--- src/rtl/seg7_pkg.sv ---
// rtl/seg7_pkg.sv - seven-segment codes, BCD decoder and prescaler width helper
package seg7_pkg;

  // Active-low segment patterns {dp,g,f,e,d,c,b,a}; dp always off
  localparam logic [7:0] SEG_0     = 8'hC0;
  localparam logic [7:0] SEG_1     = 8'hF9;
  localparam logic [7:0] SEG_2     = 8'hA4;
  localparam logic [7:0] SEG_3     = 8'hB0;
  localparam logic [7:0] SEG_4     = 8'h99;
  localparam logic [7:0] SEG_5     = 8'h92;
  localparam logic [7:0] SEG_6     = 8'h82;
  localparam logic [7:0] SEG_7     = 8'hF8;
  localparam logic [7:0] SEG_8     = 8'h80;
  localparam logic [7:0] SEG_9     = 8'h90;
  localparam logic [7:0] SEG_BLANK = 8'hFF;

  // Non-decimal codes never occur in a BCD field; show them blank
  function automatic logic [7:0] bcd_to_seg(input logic [3:0] bcd);
    logic [7:0] seg;
    case (bcd)
      4'd0:    seg = SEG_0;
      4'd1:    seg = SEG_1;
      4'd2:    seg = SEG_2;
      4'd3:    seg = SEG_3;
      4'd4:    seg = SEG_4;
      4'd5:    seg = SEG_5;
      4'd6:    seg = SEG_6;
      4'd7:    seg = SEG_7;
      4'd8:    seg = SEG_8;
      4'd9:    seg = SEG_9;
      default: seg = SEG_BLANK;
    endcase
    return seg;
  endfunction

  // Counter width able to hold 0 .. clk_hz/rate-1 (at least one bit)
  function automatic int div_cnt_w(input int clk_hz, input int rate);
    int n;
    int w;
    n = clk_hz / rate;
    w = 1;
    while ((1 << w) < n) w = w + 1;
    return w;
  endfunction

endpackage

--- src/rtl/bcd_mod_counter.sv ---
// rtl/bcd_mod_counter.sv - two-digit BCD field counting 0 .. MOD-1 with wrap carry
module bcd_mod_counter #(
  parameter int MOD_TENS  = 6,
  parameter int MOD_UNITS = 0
) (
  input  logic       clk,
  input  logic       arst_i,
  input  logic       inc,
  input  logic       clr,
  output logic [7:0] bcd,
  output logic       carry
);

  // Largest value the field shows, e.g. 59 for MOD 60 and 23 for MOD 24
  localparam logic [3:0] MAX_TENS  = (MOD_UNITS == 0) ? 4'(MOD_TENS - 1) : 4'(MOD_TENS);
  localparam logic [3:0] MAX_UNITS = (MOD_UNITS == 0) ? 4'd9 : 4'(MOD_UNITS - 1);

  logic [3:0] tens;
  logic [3:0] units;
  logic       at_max;

  assign at_max = (tens == MAX_TENS) && (units == MAX_UNITS);
  // Combinational so the next field advances on the same edge as the wrap
  assign carry  = inc && !clr && at_max;
  assign bcd    = {tens, units};

  // Field register: clear wins over increment
  always_ff @(posedge clk or posedge arst_i) begin
    if (arst_i) begin
      tens  <= 4'd0;
      units <= 4'd0;
    end else if (clr) begin
      tens  <= 4'd0;
      units <= 4'd0;
    end else if (inc) begin
      if (at_max) begin
        tens  <= 4'd0;
        units <= 4'd0;
      end else if (units == 4'd9) begin
        units <= 4'd0;
        tens  <= tens + 4'd1;
      end else begin
        units <= units + 4'd1;
      end
    end
  end

endmodule

--- src/rtl/stopwatch_display.sv ---
// rtl/stopwatch_display.sv - stopwatch core with adjust/blink and multiplexed 7-seg drive
module stopwatch_display
  import seg7_pkg::*;
#(
  parameter int CLK_HZ     = 100_000_000,
  parameter int SCAN_HZ    = 500,
  parameter int ADJ_HZ     = 2,
  parameter int NUM_DIGITS = 4
) (
  input  logic                    clk,
  input  logic                    arst_i,
  input  logic                    pause_i,
  input  logic                    clear_i,
  input  logic                    adj_i,
  input  logic [1:0]              sel_i,
  output logic [7:0]              seg_o,
  output logic [NUM_DIGITS-1:0]   an_o,
  output logic [4*NUM_DIGITS-1:0] bcd_o
);

  localparam int NUM_FIELDS = NUM_DIGITS / 2;
  localparam int DIV_1S     = CLK_HZ;
  localparam int DIV_ADJ    = CLK_HZ / ADJ_HZ;
  localparam int DIV_SCAN   = CLK_HZ / SCAN_HZ;
  localparam int W_1S       = div_cnt_w(CLK_HZ, 1);
  localparam int W_ADJ      = div_cnt_w(CLK_HZ, ADJ_HZ);
  localparam int W_SCAN     = div_cnt_w(CLK_HZ, SCAN_HZ);

  if (NUM_DIGITS != 4 && NUM_DIGITS != 6) begin : g_bad_num_digits
    $error("stopwatch_display: NUM_DIGITS must be 4 or 6");
  end
  if ((CLK_HZ % SCAN_HZ) != 0 || (CLK_HZ % ADJ_HZ) != 0) begin : g_bad_rates
    $error("stopwatch_display: SCAN_HZ and ADJ_HZ must divide CLK_HZ");
  end

  logic [W_1S-1:0]   cnt_1s;
  logic [W_ADJ-1:0]  cnt_adj;
  logic [W_SCAN-1:0] cnt_scan;
  logic              tick_1s;
  logic              tick_adj;
  logic              tick_scan;

  assign tick_1s   = (cnt_1s   == W_1S'(DIV_1S - 1));
  assign tick_adj  = (cnt_adj  == W_ADJ'(DIV_ADJ - 1));
  assign tick_scan = (cnt_scan == W_SCAN'(DIV_SCAN - 1));

  // One-second prescaler; clear restarts a full second
  always_ff @(posedge clk or posedge arst_i) begin
    if (arst_i)                    cnt_1s <= '0;
    else if (clear_i || tick_1s)   cnt_1s <= '0;
    else                           cnt_1s <= cnt_1s + 1'b1;
  end

  // Adjust/blink prescaler
  always_ff @(posedge clk or posedge arst_i) begin
    if (arst_i)                    cnt_adj <= '0;
    else if (clear_i || tick_adj)  cnt_adj <= '0;
    else                           cnt_adj <= cnt_adj + 1'b1;
  end

  // Digit scan prescaler
  always_ff @(posedge clk or posedge arst_i) begin
    if (arst_i)                    cnt_scan <= '0;
    else if (clear_i || tick_scan) cnt_scan <= '0;
    else                           cnt_scan <= cnt_scan + 1'b1;
  end

  logic paused;

  // Pause pulse toggles run/hold in every mode; a same-cycle tick sees the old value
  always_ff @(posedge clk or posedge arst_i) begin
    if (arst_i)       paused <= 1'b0;
    else if (pause_i) paused <= ~paused;
  end

  logic                  run_tick;
  logic [NUM_FIELDS-1:0] field_carry;
  logic                  carry_unused;

  // Adjust mode masks the seconds tick; clear priority lives in the field counters
  assign run_tick     = tick_1s && !adj_i && !paused;
  // The top field's wrap has nowhere to go
  assign carry_unused = field_carry[NUM_FIELDS-1];

  for (genvar f = 0; f < NUM_FIELDS; f++) begin : g_field
    localparam int MT = (f == 2) ? 2 : 6;
    localparam int MU = (f == 2) ? 4 : 0;
    logic       inc;
    logic [7:0] fbcd;

    if (f == 0) begin : g_ss
      assign inc = run_tick || (adj_i && tick_adj && sel_i == 2'd0);
    end else begin : g_upper
      // Adjusted fields never ripple into their neighbours
      assign inc = adj_i ? (tick_adj && sel_i == 2'(f)) : field_carry[f-1];
    end

    bcd_mod_counter #(
      .MOD_TENS  (MT),
      .MOD_UNITS (MU)
    ) u_field (
      .clk    (clk),
      .arst_i (arst_i),
      .inc    (inc),
      .clr    (clear_i),
      .bcd    (fbcd),
      .carry  (field_carry[f])
    );

    assign bcd_o[8*f +: 8] = fbcd;
  end

  logic       blink;
  logic [1:0] blink_sel;

  // Blink phase and the field it applies to, both sampled on the adjust tick
  always_ff @(posedge clk or posedge arst_i) begin
    if (arst_i) begin
      blink     <= 1'b0;
      blink_sel <= 2'd0;
    end else if (!adj_i) begin
      blink     <= 1'b0;
    end else if (tick_adj) begin
      blink     <= ~blink;
      blink_sel <= sel_i;
    end
  end

  logic [NUM_DIGITS-1:0] blank_mask;

  // Two digits per field; sel 3 (and 2 on a four-digit build) matches nothing
  always_comb begin
    blank_mask = '0;
    for (int d = 0; d < NUM_DIGITS; d++) begin
      if (blink && (d / 2) == int'(blink_sel)) blank_mask[d] = 1'b1;
    end
  end

  logic [2:0]            scan_idx;
  logic [2:0]            idx_next;
  logic [3:0]            scan_digit;
  logic [NUM_DIGITS-1:0] an_next;
  logic [NUM_DIGITS-1:0] an_scan;
  logic [7:0]            seg_q;

  assign idx_next = (scan_idx == 3'(NUM_DIGITS - 1)) ? 3'd0 : scan_idx + 3'd1;

  // Pick the digit and anode pattern for the slot being entered
  always_comb begin
    scan_digit = 4'd0;
    an_next    = '1;
    for (int d = 0; d < NUM_DIGITS; d++) begin
      if (idx_next == 3'(d)) begin
        scan_digit = bcd_o[4*d +: 4];
        an_next[d] = 1'b0;
      end
    end
  end

  // Scan register: index, anode and segment pattern move together on tick_scan
  always_ff @(posedge clk or posedge arst_i) begin
    if (arst_i) begin
      scan_idx <= 3'd0;
      an_scan  <= {{(NUM_DIGITS-1){1'b1}}, 1'b0};
      seg_q    <= SEG_0;
    end else if (tick_scan) begin
      scan_idx <= idx_next;
      an_scan  <= an_next;
      seg_q    <= bcd_to_seg(scan_digit);
    end
  end

  assign an_o  = an_scan | blank_mask;
  assign seg_o = seg_q;

endmodule

--- config.mk ---
export PLATFORM = sky130hd
export DESIGN_NAME = stopwatch_display
export DESIGN_NICKNAME = d
export VERILOG_FILES = /design/src/rtl/seg7_pkg.sv /design/src/rtl/bcd_mod_counter.sv /design/src/rtl/stopwatch_display.sv
export SDC_FILE = /design/constraint.sdc
export NUM_CORES = 1
export LEC_CHECK = 0
export CAP_MARGIN = 15
export CORE_MARGIN = 2
export CORE_UTILIZATION = 60
export DETAILED_ROUTE_END_ITERATION = 6
export PLACE_DENSITY = 0.77
export RECOVER_POWER = 100
export SLEW_MARGIN = 20
export SYNTH_ARGS = -nofsm -noshare
export SYNTH_HDL_FRONTEND = slang
export SYNTH_SLANG_ARGS = --single-unit
export TNS_END_PERCENT = 10
--- constraint.sdc ---
create_clock -name clk -period 7.6 [get_ports clk]
set_input_delay 1.9 -clock clk [delete_from_list [all_inputs] [get_ports clk]]
set_output_delay 1.9 -clock clk [all_outputs]
set_load 0.01 [all_outputs]
==> results of run 1 <==
-- sequential cells by signal, indices dropped and copies added, names as in the netlist --
register / flops
seg_o: 7
an_scan: 4
g_field.u_field.units: 8
cnt_1s: 27
blink_sel: 2
blink: 1
cnt_scan: 18
paused: 1
g_field.u_field.tens: 8
cnt_adj: 26
scan_idx: 3
-- cell usage after synthesis, types with 5 or more instances --
cell type and number:
dfrtp_1 101, and4_1 5, a21o_1 5, and3_1 11
ha_1 19, xnor2_1 26, or2_2 7, nor3_1 13
inv_1 30, nand4_1 14, o22ai_1 5, a31oi_1 8
nor2_1 102, mux2_2 5, mux2i_1 7, nor2b_1 5
nand3_1 34, o21ai_0 13, nand2_1 52, a21oi_1 22
nor4_1 6, or3_1 8, clkbuf_1 19, xor2_1 38
nand2b_1 7
-- layer usage --
layer	track usage, %	part of all wire, %	up-vias
met2	40.96	49	81
li1	-	-	2146
met5	0	0	-
met1	30.95	45	2193
met3	4.417	3.2	23
met4	10.60	2.7	0
-- final timing paths --
check | start | to | slack, ns | cells past startpoint
max | arst_i | cnt_1s[26] | 3.53 | 3
min | seg_o[5] | seg_o[5] | 0.48 | 1
max reg2reg | scan_idx[0] | seg_o[5] | 4.67 | 10
min reg2reg | seg_o[5] | seg_o[5] | 0.48 | 1
max in group clk | clear_i | cnt_1s[5] | 3.58 | 4
min in group asynchronous | arst_i | seg_o[2] | 2.58 | 2
-- critical path, delay by kind of cell --
kind                   cells  cell delay (ns)
buffers and inverters      3             2.59
-- placed cells by master, fill, tap and decap left out, types with 3 or more instances in the layout --
| cell | n |
|---|---|
| o22ai_1 | 5 |
| nor2b_1 | 5 |
| xnor2_1 | 26 |
| dlygate4sd3_1 | 31 |
| dfstp_2 | 4 |
| nand3_1 | 34 |
| a21o_1 | 5 |
| o21bai_1 | 3 |
| mux2_2 | 5 |
| nand4b_1 | 3 |
| nor3_1 | 13 |
| ha_1 | 19 |
| nand4_1 | 14 |
| nand2_1 | 52 |
| or2_2 | 6 |
| and3_1 | 11 |
| nor2_1 | 102 |
| nand3b_1 | 4 |
| clkbuf_8 | 10 |
| nor4_1 | 6 |
| dfrtp_1 | 101 |
| or4_1 | 3 |
| nand2b_1 | 7 |
| and4_1 | 5 |
| o21ai_0 | 13 |
| o31ai_1 | 3 |
| a31oi_1 | 8 |
| inv_1 | 29 |
| a21oi_1 | 22 |
| or3_1 | 8 |
| xor2_1 | 38 |
| mux2i_1 | 7 |
-- cells by family (layout without fill, tap and decap cells) --
| logic type | Yosys count | count (layout) | share of synthesized area (%) |
|---|---|---|---|
| adders and majority gates | 19 | 19 | 4.186 |
| other | 1 | 1 | 0.06603 |
| xor gates and xnor gates | 64 | 64 | 9.870 |
| DFF | 105 | 105 | 46.35 |
| muxes | 12 | 12 | 2.225 |
| and+or+nand+nor | 290 | 290 | 25.49 |
| buffers and inverters | 54 | 82 | 3.811 |
| AOI/OAI and AO/OA | 73 | 73 | 7.997 |
-- through the flow --
stage                     instances  hold slack [ns]  worst slack [ns]  util [%]
after floorplan                 618           0.4425             2.946         -
after global placement          741           0.4557             3.668     66.00
after detailed placement        741           0.4659             3.520     66.00
after CTS                       757           0.4880             3.811     68.20
after global routing            757           0.5014             3.080     68.10
final                           757           0.4780             3.529     68.10
-- layout make-up --
cell class	count	share of cell area, %
Tap cell	111	2.218
Clock buffer	10	2.198
Timing Repair Buffer	36	5.514
Sequential cell	105	42.04
Multi-Input combinational cell	459	45.17
Clock inverter	6	1.039
Inverter	30	1.818
-- power groups by stage --
| stage | registers [mW] | clock network, mW | logic (mW) |
|---|---|---|---|
| floorplan | 0.590 | 0 | 0.0322 |
| global placement | 0.593 | 0 | 0.0509 |
| finish | 0.583 | 0.351 | 0.0490 |
| detailed placement | 0.594 | 0 | 0.0525 |
| CTS | 0.583 | 0.361 | 0.0527 |
| global route | 0.585 | 0.387 | 0.0565 |
==> run metrics, run 1 <==
cts repair resizes=0; syn avg cell area=9.190 µm²; hold_buf cts=0; Least-Margin Pin Slew=around 2.3 ns; Total Wirelength=11.45 mm; num ports=35; Worst Clk Skew=approximately 0.011 ns; Max H-tree Level=3; pin count of the biggest net entering global routing=55; crit-path cells=dlygate4sd3_1 -> clkinvlp_2 -> buf_4; Die X=just over 100 µm; initial drt markers=between 150 and 200; post-synthesis sequential area ratio=between 40% and 50%; IO Port Bufs=33; final period utilization=roughly 54%; Sinks on Clock Net=between 100 and 150; ys flop type=dfrtp_1; Final Cell Area=around 0.0063 mm²; total net switching power=roughly 0.23 mW; placed instance area=~0.0061 mm²; Crit Path Class=in2async; Reg clk slew, reported paths=0.09 ns; Yosys Warn Count=0; failing checks=capacitance limit, slew limit; Final GP Congestion=0.8186; via count=roughly 4,400; Fin. Hold Viols=0; Die ar.=a little over 0.01 mm²; Logic pwr share=under 10%; CTS tree=built; Post-synth EDFFs=0; Highest Clock Rate=between 200 and 250 MHz; Rel. slew slack=-52.97%; leakage power=approximately 2.8 nW; clock power share=35.7%; worst hold path class=reg2reg; grt total ovfl=0; asr flop ratio synth=100.0%; critical path data arrival time=between 4 and 5 ns; fin crit period=approximately 4.1 ns; post-DR vias/cell=~6; clock root buffer master=clkbuf_8; Initial Util=~60%; Unique masters post-synth=59; DRC=0; Layout area overhead=10.27%; Multi-input gate area=0.002829 mm²; largest area contributor in the netlist=dfrtp_1; Ant. Diodes=0; syn_nets=approximately 640; P_int=0.7483 mW; Core Region=0.009196 mm²; critical path endpoint category=asynchronous set/reset pin; sw frac=23.87%; RSZ-0062 raised after global routing=no; setup_tns=0 ns; Power, Total=between 0.9 and 1 mW; CTS buffer count=9; initial antenna violation count=0; Post-CTS Setup Bufs=0; maximum buffer depth of the clock tree=2; Synth Cell Area=0.005679 mm²; first-pass GRT wire length=roughly 20 mm; final slew viol count=53; Antenna Nets Post-Route=0; Worst Path Max Fanout=54; VDD IR-drop max=0.0001390 V; filler cell count=roughly 760; die height=a little over 100 µm; max-cap viol count=1; flops & latches, synth=approximately 110; number of global-route vias before repair=4,325; CP Data Required Time=8.06 ns; Mapped Cells=between 600 and 700; DR WL/cell=around 15 µm; Post-DP HPWL=8.011 mm; Synth area leaders=dfrtp_1 45%, nor2_1 6.7%, xor2_1 5.9%; CP startpoint kind=input pin; area share of the largest cell type after synthesis=between 40 and 50%; Seq pwr share=between 50% and 60%; Sequential Area=roughly 0.0026 mm²; Rows=35; final setup fails=0; Skew-Pair Late Insertion Delay=between 0.3 and 0.4 ns; status=complete, but fails checks; max incr delay on CP=between 1 and 1.5 ns; total track usage=24.35%; Critical-path top delay cell=clkinvlp_2; First-pass DRT Iterations=5; fin nets=around 670; layout cells sized above 1=approximately 6.0%; PwrDens=around 160 mW/mm²
Power figures use the tool's default switching activity.
==> run 2: changes to the inputs <==
Settings changed: CORE_UTILIZATION 60 to 54, PLACE_DENSITY 0.77 to 0.73.
Clock period 7.6 ns to 3.7 ns, I/O delays scaled along.
==> run metrics, run 2 (synthesis results as in run 1) <==
Highest Clock Rate=349.3 MHz; Skew-Pair Late Insertion Delay=0.36 ns (was 0.38 ns); Antenna Nets Post-Route=0 (unchanged); RR Startpoint=cnt_scan[0] (was scan_idx[0]); RSZ-0062 raised after global routing=no (unchanged); filler cell count=890 (was 763); top flop regs=cnt_1s: 27 flops, cnt_adj: 26 flops, cnt_scan: 18 flops (unchanged); Least-Margin Pin Slew=1.862 ns (was 2.282 ns); Die ar.=0.01135 mm² (was 0.01026 mm²); pin count of the biggest net entering global routing=50 (was 55); Logic pwr share=5.2% (was 5.0%); critical path data arrival time=3.43 ns (was 4.53 ns); total net switching power=0.4747 mW (was 0.2347 mW); max-cap viol count=1 (unchanged); Sinks on Clock Net=105 (unchanged); Layout area overhead=11.57% (was 10.27%); Initial Util=55.26% (was 61.76%); Worst Path Max Fanout=49 (was 54); CP Data Required Time=4.27 ns (was 8.06 ns); Max H-tree Level=3 (unchanged); Min Hold Slack=0.4698 ns (was 0.4780 ns); leakage power=2.785 nW (was 2.752 nW); Core Region=0.01028 mm² (was 0.009196 mm²); Sequential Area=0.002633 mm² (unchanged); min-delay src=seg_o[1] (was seg_o[5]); Final Util=61.65% (was 68.10%); placed instance area=0.006143 mm² (was 0.006070 mm²); worst hold path class=reg2reg (unchanged); max FFs per register=27 (unchanged); DRC=0 (unchanged); total track usage=21.53% (was 24.35%); VDD IR-drop max=0.0002069 V (was 0.0001390 V); most common cell after layout, fill and taps aside=nor2_1 (unchanged); crit-path cells=dlygate4sd3_1 -> inv_1 -> buf_12 -> buf_4 (was dlygate4sd3_1 -> clkinvlp_2 -> buf_4); CP startpoint kind=input pin (unchanged); Final Cell Area=0.006336 mm² (was 0.006262 mm²); post-DR vias/cell=5.558 (was 5.869); Total Wirelength=11.42 mm (was 11.45 mm); final setup fails=0 (unchanged); final slew viol count=49 (was 53); First-pass DRT Iterations=4 (was 5); fin nets=671 (was 667); layout cells sized above 1=6.308% (was 6.037%); Crit Path Class=in2async (unchanged); failing checks=capacitance limit, slew limit (unchanged); commonest non-fill, non-tap cells in the layout=102 x nor2_1, 101 x dfrtp_1, 52 x nand2_1 (unchanged); Placed Instances=770 (was 741); critical path startpoint=arst_i (unchanged); Critical-path top delay cell=inv_1 (was clkinvlp_2); Seq pwr share=58.9% (was 59.3%); P_int=1.555 mW (was 0.7483 mW); fin crit period=2.862 ns; IO Port Bufs=33 (unchanged); DR WL/cell=14.50 µm (was 15.13 µm); Multi-input gate area=0.002829 mm² (unchanged); die height=106.6 µm (was 101.3 µm); Rows=37 (was 35); critical path endpoint category=asynchronous set/reset pin (unchanged); setup_tns=0 ns (unchanged); status=complete, but fails checks (unchanged); Die X=106.6 µm (was 101.3 µm); Final GP Congestion=0.8384 (was 0.8186); PwrDens=320.4 mW/mm² (was 157.0 mW/mm²); final period utilization=a little under 80%; clock root buffer master=clkbuf_8 (unchanged); Reg clk slew, reported paths=0.09 ns (about the same); via count=4,374 (was 4,443); clock power share=36.0% (was 35.7%); Worst Clk Skew=0.01190 ns (was 0.01133 ns); initial antenna violation count=1 (was 0); Rel. slew slack=-24.25% (was -52.97%); sw frac=23.38% (was 23.87%); CTS buffer count=9 (unchanged); num ports=35 (unchanged); hold_buf cts=0 (unchanged); number of global-route vias before repair=4,351 (was 4,325); Post-CTS Setup Bufs=0 (unchanged); cts repair resizes=0 (unchanged); Fin. Hold Viols=0 (unchanged); first-pass GRT wire length=19.68 mm (was 19.88 mm); Post-DP HPWL=8.014 mm (was 8.011 mm); max incr delay on CP=1.33 ns (was 1.30 ns); maximum buffer depth of the clock tree=2 (unchanged); initial drt markers=254 (was 185); CTS tree=built (unchanged); Non-Filler Instances=787 (was 757); grt total ovfl=0 (unchanged); Reg with most FFs=cnt_1s (unchanged)
-- run 2: final cells by class --
cell class / count / area share (%)
Clock inverter: 5 / 0.8491
Clock buffer: 11 / 2.389
Timing Repair Buffer: 40 / 6.062
Inverter: 30 / 1.777
Tap cell: 136 / 2.686
Multi-Input combinational cell: 459 / 44.65
Sequential cell: 105 / 41.55
Antenna cell: 1 / 0.03949
-- run 2: path summary, 6_finish.rpt --
kind | end | slack, ns | depth (start not counted)
worst min register to register | seg_o[1] | 0.47 | 2
max in group clk | g_field[0].u_field.tens[3] | 0.84 | 6
worst max register to register | cnt_scan[0] | 0.86 | 7
worst min-delay path | seg_o[1] | 0.47 | 2
min in group asynchronous | seg_o[2] | 1.61 | 2
worst max-delay path | cnt_adj[14] | 0.84 | 4
-- run 2: stage by stage --
step           total power [mW]  worst slack, ns
6_report                  2.030           0.8375
5_1_grt                   2.117           0.4533
4_1_cts                   2.062           0.9183
3_5_place_dp              1.330           0.5907
3_3_place_gp              1.324           0.6959
2_1_floorplan             1.279          0.02108
-- run 2: worst max-delay path: cells and delay by family --
family	cells	cell delay (ns)
buffers and inverters	4	2.47
-- run 2: power by group through the flow --
stage | sequential (mW) | clock, mW | combinational, mW
after CTS | 1.20 | 0.753 | 0.113
after global placement | 1.22 | 0 | 0.108
after detailed placement | 1.22 | 0 | 0.113
after floorplan | 1.21 | 0 | 0.0662
after global routing | 1.20 | 0.797 | 0.120
final | 1.20 | 0.730 | 0.105
-- run 2: metal layers --
metal / wire [µm] / global-route usage, % / part of all wire (%)
met1: 5274 / 28.09 / 46
met2: 5539 / 35.99 / 49
met3: 423 / 4.047 / 3.7
met4: 178 / 7.699 / 1.6
met5: 0 / 0 / 0
==> run 3: changes to the inputs <==
Settings changed: CORE_UTILIZATION 54 to 60, PLACE_DENSITY 0.73 to 0.77.
Clock period 3.7 ns to 2.8 ns, I/O delays scaled along.
==> run metrics, run 3 (synthesis results as in run 1) <==
status=finished clean (was complete, but fails checks); Final GP Congestion=0.8769 (was 0.8384); initial antenna violation count=0 (was 1); grt total ovfl=0 (unchanged); DRC=0 (unchanged); total track usage=23.36% (was 21.53%); Reg clk slew, reported paths=0.10 ns (was 0.09 ns); setup ws final=0.1640 ns (was 0.8375 ns); Least-Margin Pin Slew=1.401 ns (was 1.862 ns); critical path startpoint=cnt_1s[11] (was arst_i); maximum buffer depth of the clock tree=2 (unchanged); pin count of the biggest net entering global routing=106 (was 50); CTS tree=built (unchanged); RR Startpoint=cnt_1s[11] (was cnt_scan[0]); Total Wirelength=10.93 mm (was 11.42 mm); Fin. Hold Viols=0 (unchanged); num ports=35 (unchanged); critical path endpoint category=flip-flop (was asynchronous set/reset pin); Worst Path Max Fanout=5 (was 49); worst hold path class=reg2reg (unchanged); number of global-route vias before repair=4,240 (was 4,351); Rows=35 (was 37); critical path data arrival time=2.86 ns (was 3.43 ns); fin crit period=2.636 ns; Crit Path Class=reg2reg (was in2async); max-cap viol count=0 (was 1); Rel. slew slack=6.595% (was -24.25%); Die ar.=0.01026 mm² (was 0.01135 mm²); First-pass DRT Iterations=4 (unchanged); via count=4,369 (was 4,374); leakage power=2.789 nW (was 2.785 nW); most common cell after layout, fill and taps aside=nor2_1 (unchanged); Antenna Nets Post-Route=0 (unchanged); DR WL/cell=14.26 µm (was 14.50 µm); CTS buffer count=9 (unchanged); clock root buffer master=clkbuf_8 (unchanged); Power, Total=2.734 mW (was 2.030 mW); Worst Clk Skew=0.01002 ns (was 0.01190 ns); Highest Clock Rate=approximately 380 MHz; VDD IR-drop max=0.0002845 V (was 0.0002069 V); Final Cell Area=0.006339 mm² (was 0.006336 mm²); reg2reg end=g_field[1].u_field.units[3] (was cnt_scan[0]); final slew viol count=0 (was 49); CP endpoint=g_field[1].u_field.units[3] (was cnt_adj[14]); Max H-tree Level=3 (unchanged); hold_buf cts=0 (unchanged); layout cells sized above 1=6.707% (was 6.308%); cts repair resizes=0 (unchanged); final setup fails=0 (unchanged); Reg with most FFs=cnt_1s (unchanged); Layout area overhead=11.61% (was 11.57%); fin nets=677 (was 671); Skew-Pair Late Insertion Delay=0.37 ns (was 0.36 ns); Sinks on Clock Net=105 (unchanged); Post-CTS Setup Bufs=0 (unchanged); post-DR vias/cell=5.696 (was 5.558); worst slack, placed=0.08646 ns (was 0.5907 ns); Die X=101.3 µm (was 106.6 µm); worst reg-to-reg path cell count=5 (was 7); setup_tns=0 ns (unchanged); Initial Util=61.76% (was 55.26%); CP Data Required Time=3.03 ns (was 4.27 ns); max FFs per register=27 (unchanged); IO Port Bufs=33 (unchanged); placed instance area=0.006158 mm² (was 0.006143 mm²); final period utilization=a little over nine tenths; Core Region=0.009196 mm² (was 0.01028 mm²); initial drt markers=228 (was 254); CP startpoint kind=flip-flop (was input pin); first-pass GRT wire length=19.23 mm (was 19.68 mm); Post-DP HPWL=7.753 mm (was 8.014 mm); PwrDens=431.4 mW/mm² (was 320.4 mW/mm²); RSZ-0062 raised after global routing=no (unchanged); Ant. Diodes=0 (was 1); commonest non-fill, non-tap cells in the layout=102 x nor2_1, 101 x dfrtp_1, 52 x nand2_1 (unchanged); R2R Setup Slk=0.16 ns (was 0.86 ns); top flop regs=cnt_1s: 27 flops, cnt_adj: 26 flops, cnt_scan: 18 flops (unchanged); die height=101.3 µm (was 106.6 µm)
==> run 3: changes by cell type in the layout (fill, tap and decap cells not counted), sizes merged, moves of 2 or more <==
| cell | before | now |
|---|---|---|
| buf | 4 | 7 |
| clkbuf | 14 | 16 |
| clkinv | 4 | 2 |
| clkinvlp | 0 | 2 |
==> run 3: worst min path at each step <==
| stage | startpoint | endpoint | slack (ns) | cells after the start |
|---|---|---|---|---|
| finish | seg_o[1] | seg_o[1] | 0.48 | 2 |
| global route | an_scan[0] | an_scan[0] | 0.52 | 2 |
| CTS | cnt_scan[0] | cnt_scan[0] | 0.49 | 1 |
| detailed placement | an_scan[0] | an_scan[0] | 0.47 | 2 |
| global placement | an_scan[0] | an_scan[0] | 0.46 | 2 |
| floorplan | an_scan[0] | an_scan[0] | 0.44 | 2 |
==> run 3: layout make-up <==
type	instances	area [µm²]
Timing Repair Buffer	46	409.1
Inverter	30	116.4
Fill cell	733	2858
Multi-Input combinational cell	459	2824
Tap cell	111	138.9
Clock inverter	6	90.09
Clock buffer	10	127.6
Sequential cell	105	2633
==> run 3: per-stage QoR <==
| step | hold slack [ns] | cells | utilization, % |
|---|---|---|---|
| finish | 0.4803 | 767 | 68.93 |
| global route | 0.5195 | 767 | 68.93 |
| CTS | 0.4927 | 767 | 69.33 |
| detailed placement | 0.4744 | 751 | 66.97 |
| global placement | 0.4554 | 751 | 66.97 |
| floorplan | 0.4425 | 618 | - |
==> run 3: power breakdown <==
| group | total, mW | internal, mW | switching, mW | leakage (nW) |
|---|---|---|---|---|
| clock network | 1.02 | 0.507 | 0.513 | 0.107 |
| logic | 0.137 | 0.0510 | 0.0855 | 1.24 |
| registers | 1.58 | 1.54 | 0.0349 | 1.44 |
| total | 2.73 | 2.10 | 0.633 | 2.79 |
==> run 3: worst max-delay path: stages (launching register included) <==
cell     delay, ns
dfrtp_1       0.43
or4b_1        0.55
or4_1         0.54
o31ai_1       0.63
mux2i_1       0.25
a31oi_1       0.09
==> run 3: routing by layer <==
layer	global-route usage [%]	wire, µm	vias to the layer above	share of wire (%)
li1	-	-	2167	-
met4	6.549	140	0	1.3
met1	30.94	5120	2119	47
met3	5.383	358	18	3.3
met2	38.82	5314	65	49
met5	0	0	-	0
